==> config.mk <==
export PLATFORM = sky130hd
export DESIGN_NAME = irq_controller
export DESIGN_NICKNAME = d
export VERILOG_FILES = /design/src/rtl/irq_controller.sv
export SDC_FILE = /design/constraint.sdc
export NUM_CORES = 1
export LEC_CHECK = 0
export CAP_MARGIN = 25
export CORE_MARGIN = 4
export CORE_UTILIZATION = 39
export CTS_BUF_LIST = sky130_fd_sc_hd__clkbuf_8 sky130_fd_sc_hd__clkbuf_16
export CTS_CLUSTER_DIAMETER = 60
export CTS_CLUSTER_SIZE = 28
export DETAILED_ROUTE_END_ITERATION = 16
export PLACE_DENSITY = 0.66
export SLEW_MARGIN = 20
export SYNTH_ARGS = -nofsm -noshare
export SYNTH_HDL_FRONTEND = slang
export SYNTH_SLANG_ARGS = --single-unit
==> constraint.sdc <==
create_clock -name clk -period 10.9 [get_ports clk]
set_clock_uncertainty 0.1 [all_clocks]
set_input_delay 3.27 -clock clk [delete_from_list [all_inputs] [get_ports clk]]
set_output_delay 3.27 -clock clk [all_outputs]
set_load 0.02 [all_outputs]
==> src/rtl/irq_controller.sv <==
// ---------------------------------------------------------------------------
// irq_controller
//
// Machine-level external interrupt controller. It collects NUM_SRC
// level-sensitive device interrupt lines through per-source gateways and
// arbitrates the pending, enabled sources by programmable priority against a
// threshold. The result drives meip for the CSR unit. A claim/complete
// register window is exposed to the load/store path over a simple
// request/response bus that never stalls.
//
// Source IDs run from 1 to NUM_SRC. ID 0 means "no interrupt".
//
// Ports:
//   clk        clock
//   reset      asynchronous active-high reset
//   irq_src    level interrupt lines, bit i-1 = source ID i
//   req_valid  bus request strobe (accepted every cycle)
//   req_write  1 = write, 0 = read
//   req_addr   byte address in the controller window, bits [1:0] ignored
//   req_wdata  write data
//   rsp_valid  one-cycle response pulse, one cycle after req_valid
//   rsp_rdata  registered read data (0 for writes)
//   meip       machine external interrupt pending, registered
//
// Register map (word addresses):
//   0x00+4*i  priority[i], i = 1..NUM_SRC (0x00 reads 0)
//   0x40      pending (RO), bit i = source i
//   0x44      enable, bit i = source i
//   0x48      threshold
//   0x4C      read = claim, write = complete
//
// Optional feature (compile-time macro IRQ_CTRL_SYNC_EN):
//   defined   -> each irq_src line goes through a 2-flop synchronizer
//                before its gateway (irq_src to meip latency 4 cycles)
//   undefined -> irq_src feeds the gateways directly (latency 2 cycles)
// ---------------------------------------------------------------------------
module irq_controller #(
   parameter int NUM_SRC   = 8,
   parameter int PRIO_BITS = 3
) (
   input  logic               clk,
   input  logic               reset,
   input  logic [NUM_SRC-1:0] irq_src,
   input  logic               req_valid,
   input  logic               req_write,
   input  logic [7:0]         req_addr,
   input  logic [31:0]        req_wdata,
   output logic               rsp_valid,
   output logic [31:0]        rsp_rdata,
   output logic               meip
);

   localparam int ID_W = 4;

   localparam logic [5:0] WORD_PENDING   = 6'h10;
   localparam logic [5:0] WORD_ENABLE    = 6'h11;
   localparam logic [5:0] WORD_THRESHOLD = 6'h12;
   localparam logic [5:0] WORD_CLAIM     = 6'h13;

   logic [PRIO_BITS-1:0] prio [1:NUM_SRC];
   logic [NUM_SRC:1]     enable;
   logic [NUM_SRC:1]     pending;
   logic [NUM_SRC:1]     in_flight;
   logic [PRIO_BITS-1:0] threshold;

   logic [NUM_SRC:1]     pending_nxt;
   logic [NUM_SRC:1]     in_flight_nxt;
   logic [NUM_SRC-1:0]   src_lvl;
   logic [ID_W-1:0]      best_id;
   logic [PRIO_BITS-1:0] best_prio;
   logic [31:0]          rd_data;
   logic [5:0]           word;
   logic                 claim;
   logic                 complete;
   logic [ID_W-1:0]      complete_id;

   // Address bits [1:0] and the upper write-data bits are don't-care.
   logic unused_bits;
   assign unused_bits = ^{req_addr[1:0], req_wdata};

   assign word        = req_addr[7:2];
   assign claim       = req_valid && !req_write && (word == WORD_CLAIM);
   assign complete    = req_valid &&  req_write && (word == WORD_CLAIM);
   assign complete_id = req_wdata[ID_W-1:0];

   // ------------------------------------------------------------------
   // Optional input synchronizer
   // ------------------------------------------------------------------
`ifdef IRQ_CTRL_SYNC_EN
   logic [NUM_SRC-1:0] sync_q1;
   logic [NUM_SRC-1:0] sync_q2;

   always_ff @(posedge clk or posedge reset) begin
      if (reset) begin
         sync_q1 <= '0;
         sync_q2 <= '0;
      end else begin
         sync_q1 <= irq_src;
         sync_q2 <= sync_q1;
      end
   end

   assign src_lvl = sync_q2;
`else
   assign src_lvl = irq_src;
`endif

   // ------------------------------------------------------------------
   // Arbitration over registered state. Starting the running maximum at
   // the threshold folds "priority > threshold" into the compare. The
   // strict '>' in ascending ID order lets the lowest ID win ties, and it
   // keeps a priority-0 source from ever winning.
   // ------------------------------------------------------------------
   always_comb begin
      // NOTE: every combinational output gets a default first so no path
      // leaves it unassigned, which would infer a latch.
      best_id   = '0;
      best_prio = threshold;
      for (int i = 1; i <= NUM_SRC; i++) begin
         if (pending[i] && enable[i] && (prio[i] > best_prio)) begin
            best_prio = prio[i];
            best_id   = ID_W'(i);
         end
      end
   end

   // ------------------------------------------------------------------
   // Gateway, claim and complete next-state. A claimed source has
   // pending=1, so the gateway cannot set it in the same cycle. A completed
   // source still has in_flight=1 this cycle, so a held line re-pends on
   // the following edge.
   // ------------------------------------------------------------------
   always_comb begin
      pending_nxt   = pending;
      in_flight_nxt = in_flight;
      for (int i = 1; i <= NUM_SRC; i++) begin
         if (src_lvl[i-1] && !in_flight[i] && !pending[i])
            pending_nxt[i] = 1'b1;
         if (claim && (best_id == ID_W'(i))) begin
            pending_nxt[i]   = 1'b0;
            in_flight_nxt[i] = 1'b1;
         end
         if (complete && (complete_id == ID_W'(i)) && in_flight[i])
            in_flight_nxt[i] = 1'b0;
      end
   end

   // ------------------------------------------------------------------
   // Read mux. Unmapped addresses read 0.
   // ------------------------------------------------------------------
   always_comb begin
      rd_data = '0;
      for (int i = 1; i <= NUM_SRC; i++) begin
         if (word == 6'(i))
            rd_data = 32'(prio[i]);
      end
      case (word)
         WORD_PENDING:   rd_data = 32'({pending, 1'b0});
         WORD_ENABLE:    rd_data = 32'({enable, 1'b0});
         WORD_THRESHOLD: rd_data = 32'(threshold);
         WORD_CLAIM:     rd_data = 32'(best_id);
         default:        ;
      endcase
   end

   // ------------------------------------------------------------------
   // State registers
   // ------------------------------------------------------------------
   always_ff @(posedge clk or posedge reset) begin
      if (reset) begin
         // NOTE: the priority array is a handful of flops, not a RAM, so it
         // is cleared by reset like the rest of the state.
         for (int i = 1; i <= NUM_SRC; i++)
            prio[i] <= '0;
         enable    <= '0;
         threshold <= '0;
         pending   <= '0;
         in_flight <= '0;
         meip      <= 1'b0;
         rsp_valid <= 1'b0;
         rsp_rdata <= '0;
      end else begin
         // NOTE: non-blocking assignments, so every register here samples
         // the pre-edge values of the others.
         pending   <= pending_nxt;
         in_flight <= in_flight_nxt;
         meip      <= (best_id != '0);
         rsp_valid <= req_valid;
         rsp_rdata <= (req_valid && !req_write) ? rd_data : '0;

         if (req_valid && req_write) begin
            for (int i = 1; i <= NUM_SRC; i++) begin
               if (word == 6'(i))
                  prio[i] <= req_wdata[PRIO_BITS-1:0];
            end
            if (word == WORD_ENABLE)
               enable <= req_wdata[NUM_SRC:1];
            if (word == WORD_THRESHOLD)
               threshold <= req_wdata[PRIO_BITS-1:0];
         end
      end
   end

endmodule

-- Word level (Yosys, flattened, before mapping)
Index checks and enable logic that the tools add are counted.
- logic and storage cells: 226
- output and inout bits: 34
- bits of input ports: 52
- register bits: 85
- equal/unequal tests: 28
- muxes and demuxes: 57
- order comparisons: 8
- reduce and logical (&&, ||, !) cells: 104
- operators with widths (cell ; number):
    $mux 32 ; 8
    $pmux 32 s4 ; 1
    $logic_and 1x1->1 ; 60
    $mux 1 ; 33
    $eq 4x3->1 const B ; 8
    $reduce_bool 2->1 ; 16
    $mux 4 ; 7
    $eq 6x3->1 const B ; 4
    $eq 6x5->1 const B ; 4
    $gt 3x3->1 ; 8
    $mux 3 ; 8
    $reduce_and 2->1 ; 10
    $logic_not 1->1 ; 17
    $eq 4x2->1 const B ; 4
    $eq 6x2->1 const B ; 2
    $eq 4x1->1 const B ; 2
    $eq 4x4->1 const B ; 2
    $eq 6x1->1 const B ; 1
    $eq 6x4->1 const B ; 1
    $reduce_bool 4->1 ; 1

-- Depth between registers and ports, before layout
Gate-level depths: netlist of run 1.
- depth in word-level cells: 28
- depth in mapped cells: 61
- mapped depth without buffers: 60

-- Worst setup path before layout of run 1
OpenSTA, ideal clock, no wires.
- kind: reg2reg
- from: register prio[22] (netlist bit)
- to: register pending[2] (netlist bit)
- stages on the path, launching flop included: 60
- arrival time: 11.527 ns
- period minus slack after synthesis: 11.748 ns
- required time: 10.679 ns
- buffers on the path: 2
- setup time: 0.121 ns
- setup slack: -0.848 ns
- cells stage by stage: dfrtp_1 ha_1 nor2b_4 o311ai_2 nor2_1 nand2_1 o21ai_0 ha_1 o21bai_1 a32o_1 o21ai_0 mux2_2 ha_1 nor2_1 a2111oi_0 or3_1 buf_2 a211o_1 [... 24 more ...] a2bb2oi_1 ha_1 nor2b_1 o21ai_0 nand2b_1 nand4_1 nor2_1 a21o_1 ha_1 nor2b_1 o21a_1 o2111ai_1 nand2_1 nor2_1 inv_1 nor4_1 nand2b_1 o22a_1
- longest elaborated chain between the ends: 27
- elaborated cells on any way between the ends: 35
- those cells by class: order compare (8); eq/ne (1); mux (16); reduce/logical (10)
- ends and longest elaborated chain (what ; line ; text):
    start: declaration ; 60 ; logic [PRIO_BITS-1:0] prio [1:NUM_SRC];
    start signal: indexed assignment ; 194 ; prio[i] <= req_wdata[PRIO_BITS-1:0];
    $gt 3x3->1 ; 120 ; if (pending[i] && enable[i] && (prio[i] > best_prio)) begin
    $logic_and 1x1->1 ; 120 ;
    $mux 3 ; 120 ;
    $gt 3x3->1 ; 120 ;
    $logic_and 1x1->1 ; 120 ;
    $mux 3 ; 120 ;
    $gt 3x3->1 ; 120 ;
    $logic_and 1x1->1 ; 120 ;
    [... 11 more ...] ; n/a ;
    $logic_and 1x1->1 ; 120 ;
    $mux 3 ; 120 ;
    $gt 3x3->1 ; 120 ;
    $logic_and 1x1->1 ; 120 ;
    $mux 4 * ; 120 ;
    $eq 4x2->1 * ; 139 ; if (claim && (best_id == ID_W'(i))) begin
    $logic_and 1x1->1 * ; 139 ;
    $mux 1 / $reduce_bool 2->1 (equally long branches) ; n/a ;
    end signal: assignment ; 185 ; pending <= pending_nxt;
    end: declaration ; 62 ; logic [NUM_SRC:1] pending;
Every way passes the cells marked *; elsewhere a longest branch is shown, timed or not.
A chain may end at the register's enable or synchronous reset.

-- Worst setup path in the final report of run 1
- from: register threshold[1]
- to: register in_flight[2] (netlist bit)
- longest elaborated chain between the ends: 27
- elaborated cells on any way between the ends: 34
- those cells by class: order compare (8); eq/ne (1); mux (15); reduce/logical (10)
- ends and longest elaborated chain (what ; line ; text):
    start: declaration ; 64 ; logic [PRIO_BITS-1:0] threshold;
    start signal: assignment ; 199 ; threshold <= req_wdata[PRIO_BITS-1:0];
    $gt 3x3->1 ; 120 ;
    $logic_and 1x1->1 ; 120 ;
    $mux 3 ; 120 ;
    $gt 3x3->1 ; 120 ;
    $logic_and 1x1->1 ; 120 ;
    $mux 3 ; 120 ;
    $gt 3x3->1 ; 120 ;
    $logic_and 1x1->1 ; 120 ;
    [... 11 more ...] ; n/a ;
    $logic_and 1x1->1 ; 120 ;
    $mux 3 ; 120 ;
    $gt 3x3->1 ; 120 ;
    $logic_and 1x1->1 ; 120 ;
    $mux 4 * ; 120 ;
    $eq 4x2->1 * ; 139 ;
    $logic_and 1x1->1 * ; 139 ;
    $reduce_bool 2->1 (no line) * ; n/a ;
    end signal: assignment ; 186 ; in_flight <= in_flight_nxt;
    end: declaration ; 63 ; logic [NUM_SRC:1] in_flight;
Marks and branches as above.

==> key figures, run 1 <==
Status
  – Outcome: finished with violations
  – Failing checks: setup timing

Logic synthesis
  – Share of the synthesized area in the top cell type: a little under two fifths
  – Synthesis warning total: 0
  – Netlist Area Pre-Place: between 0.004 and 0.005 mm²
  – Most used DFF post-synth: dfrtp_1
  – Synthesized area per cell: 9.16 µm²
  – Synth area leader: dfrtp_1
  – Post-synth ARST share: 100%
  – Netlist cell types: 73
  – Gate Count Post-Synth: about 450
  – Seq cells post-synth: 62
  – Seq/Total Area, Yosys: about 38%
  – Post-synth EDFFs: 0
  – Synth area leaders: dfrtp_1 (38%), mux2_2 (8.2%), nor2_1 (4.4%), ha_1 (4.2%), buf_4 (4.2%)

Die
  – Chip height: roughly 110 µm
  – Die area: between 0.01 and 0.015 mm²
  – Core ar.: ~0.010 mm²
  – Starting Density: around two fifths
  – I/O pin total: 86
  – Row count: 37
  – Chip Width: between 100 and 150 µm

Drt
  – WL final: around 13000 µm
  – Final ANT Viol Nets: 0
  – DR WL/cell: 18.2 µm
  – Vias per cell: 5.68
  – DR pass1 iterations: 5
  – Starting DRT DRC Count: between 200 and 300
  – Remaining DRCs: 0
  – Vias: 3922

Worst setup path
  – CP max FO: 5
  – Most frequent CP cell: ha_4
  – R2r endpoint: in_flight[2]
  – CP Data Arrival Time: between 10 and 15 ns
  – WS Path Type: reg -> reg
  – Critical Path Max Stage Delay: 0.39 ns
  – FF-to-FF setup slack: -0.14 ns
  – Startpoint types: register
  – Element type at the critical path end: register
  – Worst Setup EP: in_flight[2]
  – Crit path max-delay cell type: or3_4
  – R2R cell count: between 50 and 60
  – Worst setup path startpoint: threshold[1]
  – Data required time of the critical path: about 11 ns
  – Crit Reg-Reg Startpoint: threshold[1]

Layout
  – Final nets: between 600 and 700
  – Final design utilization: between 50% and 60%
  – Antenna diodes: 0
  – Area Overhead vs Synth: 36.4%
  – Commonest non-fill, non-tap cell in the layout: dfrtp_1
  – Most frequent cells in the layout: dfrtp_1 (62), buf_4 (57), nor2_1 (38)
  – Design area: between 0.005 and 0.006 mm²
  – Post-route insts no fill: approximately 690
  – Layout cells sized above 1: roughly 33%

Timing
  – Worst Tran Pin Value: approximately 0.95 ns
  – Max_slew headroom: a little over a third
  – Final number of setup-violating endpoints: 15
  – Final setup margin: -0.140 ns
  – Final Hold Slack: between 0.3 and 0.4 ns
  – Endpoints failing hold: 0
  – Final TNS setup: -1.11 ns
  – Fmax achieved: 90.6 MHz
  – Count of pins over their slew limit: 0
  – Fin crit share: 101%
  – Min Tclk post-route: between 10 and 15 ns
  – Unrepaired setup endpoints after global routing: yes

Clocking
  – Hold_buf cts: 0
  – TritonCTS clock tree: built
  – TritonCTS Buffers: 9
  – H-tree depth: 3
  – Sink Count: 62
  – Clock tree buffer depth: 2
  – CTS clk-pin slew, worst paths: 0.07 ns
  – Root Buffer: clkbuf_8
  – Clk_lat worst skew: roughly 0.35 ns

Place
  – Area post-placement: around 0.005 mm²
  – Post-DP HPWL: ~9000 µm
  – Placed cell count: 652
  – Placer Congestion: between 0.9 and 1
  – Number of buffers added on ports: 37

Global routing
  – Vias in the first global route: 3848
  – Initial antenna violation count: 0
  – First-pass GRT wire length: between 15000 and 20000 µm
  – GRT Util Overall: just under 20%
  – Largest net degree at the start of global routing: 63
  – Global-route congestion overflow total: 0

Power and ir drop
  – Pleak: between 0.002 and 0.0025 µW
  – Max VDD drop: approximately 0.068 mV
  – Pwr Density: ~110 mW/mm²

Worst hold path
  – Hold Path Stages: 1
  – HP Class: reg -> reg

Job
  – Max_cap viols: 0
## cell usage after synthesis, types with 4 or more instances
cell / n
mux2i_1: 9
o21ai_0: 29
a31o_2: 4
and2_1: 5
ha_1: 14
clkbuf_1: 9
nand3_1: 13
dfrtp_1: 62
nor2_1: 48
nand4_1: 5
a211oi_1: 4
nor3_1: 4
nand2b_1: 5
buf_4: 23
a31oi_1: 11
inv_1: 23
nand2_1: 32
mux2_2: 30
a21oi_1: 27
nor2b_1: 10
o22ai_1: 5
a22oi_1: 4
## critical path: cells and delay by family, from the launching register on
kind / cells / cell delay (ns)
buffers and inverters: 3 / 0.34
adder cells (fa/ha/maj): 9 / 2.36
AND/OR/NAND/NOR: 21 / 2.58
AO/OA/AOI/OAI: 21 / 3.80
flip-flops: 1 / 0.37
multiplexers: 4 / 1.38
## sequential cells by signal (all words and copies together), names as in the netlist
register and cells:
rsp_rdata 9, threshold 3, pending 8, meip 1, enable 8, in_flight 8, rsp_valid 1, prio 24
## power breakdown
part	switching, µW	internal [µW]	total [µW]	leakage, µW
combinational	102	90.4	192	0.00151
sequential	18.4	245	264	0.000769
clock	96.4	80.7	177	0.0000862
total	217	416	633	0.00236
## cell type report
cell class                 count  area [µm²]
tap                          136         170
timing repair buffer         100         866
sequential                    62        1550
clock buffer                   9         124
fill                         919        4690
multi-input combinational    354        2790
inverter                      23        86.3
clock inverter                 7        42.5
## cells by family after synthesis
group           share of synthesized area (%)
buf+inv                                  7.30
other cells                            0.0908
fa+ha+maj                                4.97
simple gates                             17.2
compound gates                           22.1
mux                                      10.7
flops                                    37.6
## routing by layer
| layer | vias to the layer above | global-route usage (%) | wire [µm] | share of wire (%) |
|---|---|---|---|---|
| met5 | - | 0 | 0 | 0 |
| met4 | 0 | 6.98 | 384 | 3.1 |
| met3 | 22 | 3.11 | 678 | 5.4 |
| met2 | 151 | 33.7 | 6020 | 48 |
| met1 | 1928 | 25.5 | 5480 | 44 |
| li1 | 1821 | - | - | - |
## what timing repair did
| action | CTS | global route |
|---|---|---|
| gates cloned | 0 | 0 |
| endpoints found under the hold margin | 0 | 0 |
| resized for setup | 7 | 48 |
| endpoints found under the setup margin | 14 | 21 |
| pin swaps | 18 | 45 |
| buffers inserted | 9 | 17 |
## how the worst min path moves through the flow
stage | start | endpoint | slack [ns]
2_1_floorplan | in_flight[6] | in_flight[6] | 0.35
3_3_place_gp | in_flight[2] | in_flight[2] | 0.37
3_5_place_dp | in_flight[6] | in_flight[6] | 0.38
4_1_cts | in_flight[6] | in_flight[6] | 0.40
5_1_grt | in_flight[6] | in_flight[6] | 0.42
6_report | in_flight[2] | in_flight[2] | 0.39
## metrics by stage
step                setup slack (ns)  total power, µW
finish                        -0.140              633
global route                  -0.541              666
CTS                          0.00283              613
detailed placement            -0.321              432
global placement             -0.0778              426
floorplan                   0.000616              380
Power figures use the tool's default switching activity.
==> inputs of run 2 (changes only) <==
==> constraint.sdc (replaced) <==
create_clock -name clk -period 10.9 [get_ports clk]
set_clock_uncertainty 0.1 [all_clocks]
set_input_delay 2.18 -clock clk [delete_from_list [all_inputs] [get_ports clk]]
set_output_delay 2.18 -clock clk [all_outputs]
set_load 0.02 [all_outputs]
==> results of run 2 <==
The final DEF is identical to that of run 1. Status: finished with violations: setup timing.
==> inputs of run 3 (changes only) <==
--- a/config.mk
+++ b/config.mk
@@ -6,13 +6,15 @@
 export NUM_CORES = 1
 export LEC_CHECK = 0
 export CAP_MARGIN = 25
+export CELL_PAD_IN_SITES_DETAIL_PLACEMENT = 1
+export CELL_PAD_IN_SITES_GLOBAL_PLACEMENT = 1
 export CORE_MARGIN = 4
-export CORE_UTILIZATION = 39
+export CORE_UTILIZATION = 35
 export CTS_BUF_LIST = sky130_fd_sc_hd__clkbuf_8 sky130_fd_sc_hd__clkbuf_16
 export CTS_CLUSTER_DIAMETER = 60
 export CTS_CLUSTER_SIZE = 28
 export DETAILED_ROUTE_END_ITERATION = 16
-export PLACE_DENSITY = 0.66
+export PLACE_DENSITY_LB_ADDON = 0.1
 export SLEW_MARGIN = 20
 export SYNTH_ARGS = -nofsm -noshare
 export SYNTH_HDL_FRONTEND = slang
==> key figures, run 3 (synthesis results as in run 1) <==
Drt
  – WL final: ~14000 µm
  – Final ANT Viol Nets: 0
  – DR pass1 iterations: 4
  – Starting DRT DRC Count: approximately 150
  – Vias: 3810
  – DR WL/cell: just under 20 µm
  – Vias per cell: around 5.5
  – Remaining DRCs: 0

Timing
  – Max_slew headroom: between 40 and 50%
  – Fin crit share: 99.9%
  – Count of pins over their slew limit: 0
  – Final TNS setup: 0 ns
  – Unrepaired setup endpoints after global routing: yes
  – Fmax achieved: a little over 90 MHz
  – Worst Tran Pin Value: 0.821 ns
  – Final number of setup-violating endpoints: 0
  – Endpoints failing hold: 0
  – Min Tclk post-route: about 11 ns
  – Final setup margin: around 0.012 ns
  – Final Hold Slack: 0.393 ns

Global routing
  – GRT Util Overall: about a fifth
  – Global-route congestion overflow total: 0
  – Initial antenna violation count: 0
  – First-pass GRT wire length: 21700 µm
  – Vias in the first global route: ~4000
  – Largest net degree at the start of global routing: 63

Worst setup path
  – Worst setup path startpoint: threshold[1]
  – CP Data Arrival Time: between 10 and 15 ns
  – CP Depth: between 50 and 60
  – Element type at the critical path end: register
  – Buffers & Inverters on Critical Path: 6
  – Crit-path leading delay family: compound AO/OA/AOI/OAI gates
  – Startpoint types: register
  – R2R cell count: slightly below 60
  – Crit Reg-Reg Startpoint: threshold[1]
  – CP max FO: 6
  – Data required time of the critical path: about 11 ns
  – Critical Path Max Stage Delay: 0.40 ns
  – FF-to-FF setup slack: ~0.012 ns
  – WS Path Type: reg -> reg
  – Worst Setup EP: in_flight[6]
  – R2r endpoint: in_flight[6]
  – Crit path max-delay cell type: or3_4

Layout
  – Top flop regs: prio: 24 flops, rsp_rdata: 9 flops
  – Area Overhead vs Synth: 35.8%
  – Final design utilization: 48.9%
  – Sequential cell area: between 0.0015 and 0.002 mm²
  – Antenna diodes: 0
  – Post-route insts no fill: between 600 and 700
  – Final nets: ~600
  – Area of the multi-input gates: 0.00267 mm²
  – Fillers: 1313
  – Most frequent cells in the layout: buf_4 (64), dfrtp_1 (62), nor2_1 (41)
  – Layout cells sized above 1: between 30 and 40%
  – Max reg flops: 24
  – Commonest non-fill, non-tap cell in the layout: buf_4
  – Register with the most flip-flops: prio

Power and ir drop
  – Logic gate share of total power: between 20% and 30%
  – Net Sw Frac: about a third
  – Max VDD drop: between 0.07 and 0.08 mV
  – Clock network power share: between 30 and 40%
  – Cell-internal power: ~480 µW
  – Pwr Density: 127 mW/mm²
  – Seq pwr share: between 30% and 40%
  – Switching power: roughly 230 µW
  – Pleak: 0.00236 µW

Clocking
  – Clk_lat worst skew: 0.34 ns
  – TritonCTS Buffers: 9
  – TritonCTS clock tree: built
  – CTS clk-pin slew, worst paths: 0.06 ns
  – Root Buffer: clkbuf_16
  – H-tree depth: 3
  – Sink Count: 62
  – Clock tree buffer depth: 2

Place
  – Number of buffers added on ports: 37
  – Placer Congestion: roughly 0.84
  – Placed cell count: approximately 660
  – Post-placement worst setup slack: -0.465 ns
  – Post-DP HPWL: roughly 10000 µm

Die
  – Chip Width: between 100 and 150 µm
  – Row count: 39
  – Starting Density: between 30% and 40%
  – Core ar.: approximately 0.011 mm²
  – Die area: around 0.014 mm²
  – Chip height: approximately 120 µm
  – I/O pin total: 86

Worst hold path
  – HP Class: reg -> reg
  – HP Start: in_flight[6]

Job
  – Max_cap viols: 0

Status
  – Outcome: finished, final reports clean
## run 3: how the worst min path moves through the flow
stage	end	slack, ns	depth (start not counted)
after CTS	in_flight[6]	0.39	1
after global placement	in_flight[2]	0.38	1
after global routing	in_flight[2]	0.42	1
after detailed placement	in_flight[6]	0.38	1
final	in_flight[6]	0.39	1
after floorplan	in_flight[6]	0.35	1
## run 3: timing repair
action | CTS | global route
hold buffers | 0 | 0
endpoints found under the setup margin | 16 | 21
pin swaps | 26 | 13
cloned | 0 | 0
buffers inserted | 25 | 2
gates resized for setup | 18 | 7
## run 3: cell type report
class / count / area share, %
Tap cell: 143 / 3.19
Inverter: 23 / 1.54
Clock inverter: 7 / 0.914
Clock buffer: 9 / 4.01
Timing Repair Buffer: 101 / 15.2
Multi-Input combinational cell: 354 / 47.5
Sequential cell: 62 / 27.7
## run 3: metrics by stage
stage | total power [µW] | cell area, µm²
floorplan | 380 | 4390
global placement | 430 | 4990
detailed placement | 436 | 4990
CTS | 714 | 5560
global route | 751 | 5610
finish | 713 | 5610
## run 3: worst register-to-register path: cells and delay by family, from the launching register on
family / cells / cell delay (ns)
compound gates: 21 / 3.45
fa+ha+maj: 9 / 2.49
buf+inv: 6 / 0.82
flops: 1 / 0.37
mux: 4 / 1.39
simple gates: 18 / 2.16
## run 3: power groups by stage
stage | combinational [µW] | sequential, µW | clock, µW
6_report | 182 | 264 | 268
5_1_grt | 200 | 266 | 285
4_1_cts | 178 | 263 | 273
3_5_place_dp | 169 | 267 | 0
3_3_place_gp | 164 | 266 | 0
2_1_floorplan | 117 | 263 | 0
## run 3: layer usage
layer | up-vias | wire length (µm) | GRT usage (%)
met5 | - | 0 | 0
met4 | 0 | 322 | 8.26
met3 | 21 | 393 | 2.54
met2 | 75 | 6650 | 34.7
met1 | 1885 | 6510 | 29.1
li1 | 1829 | - | -
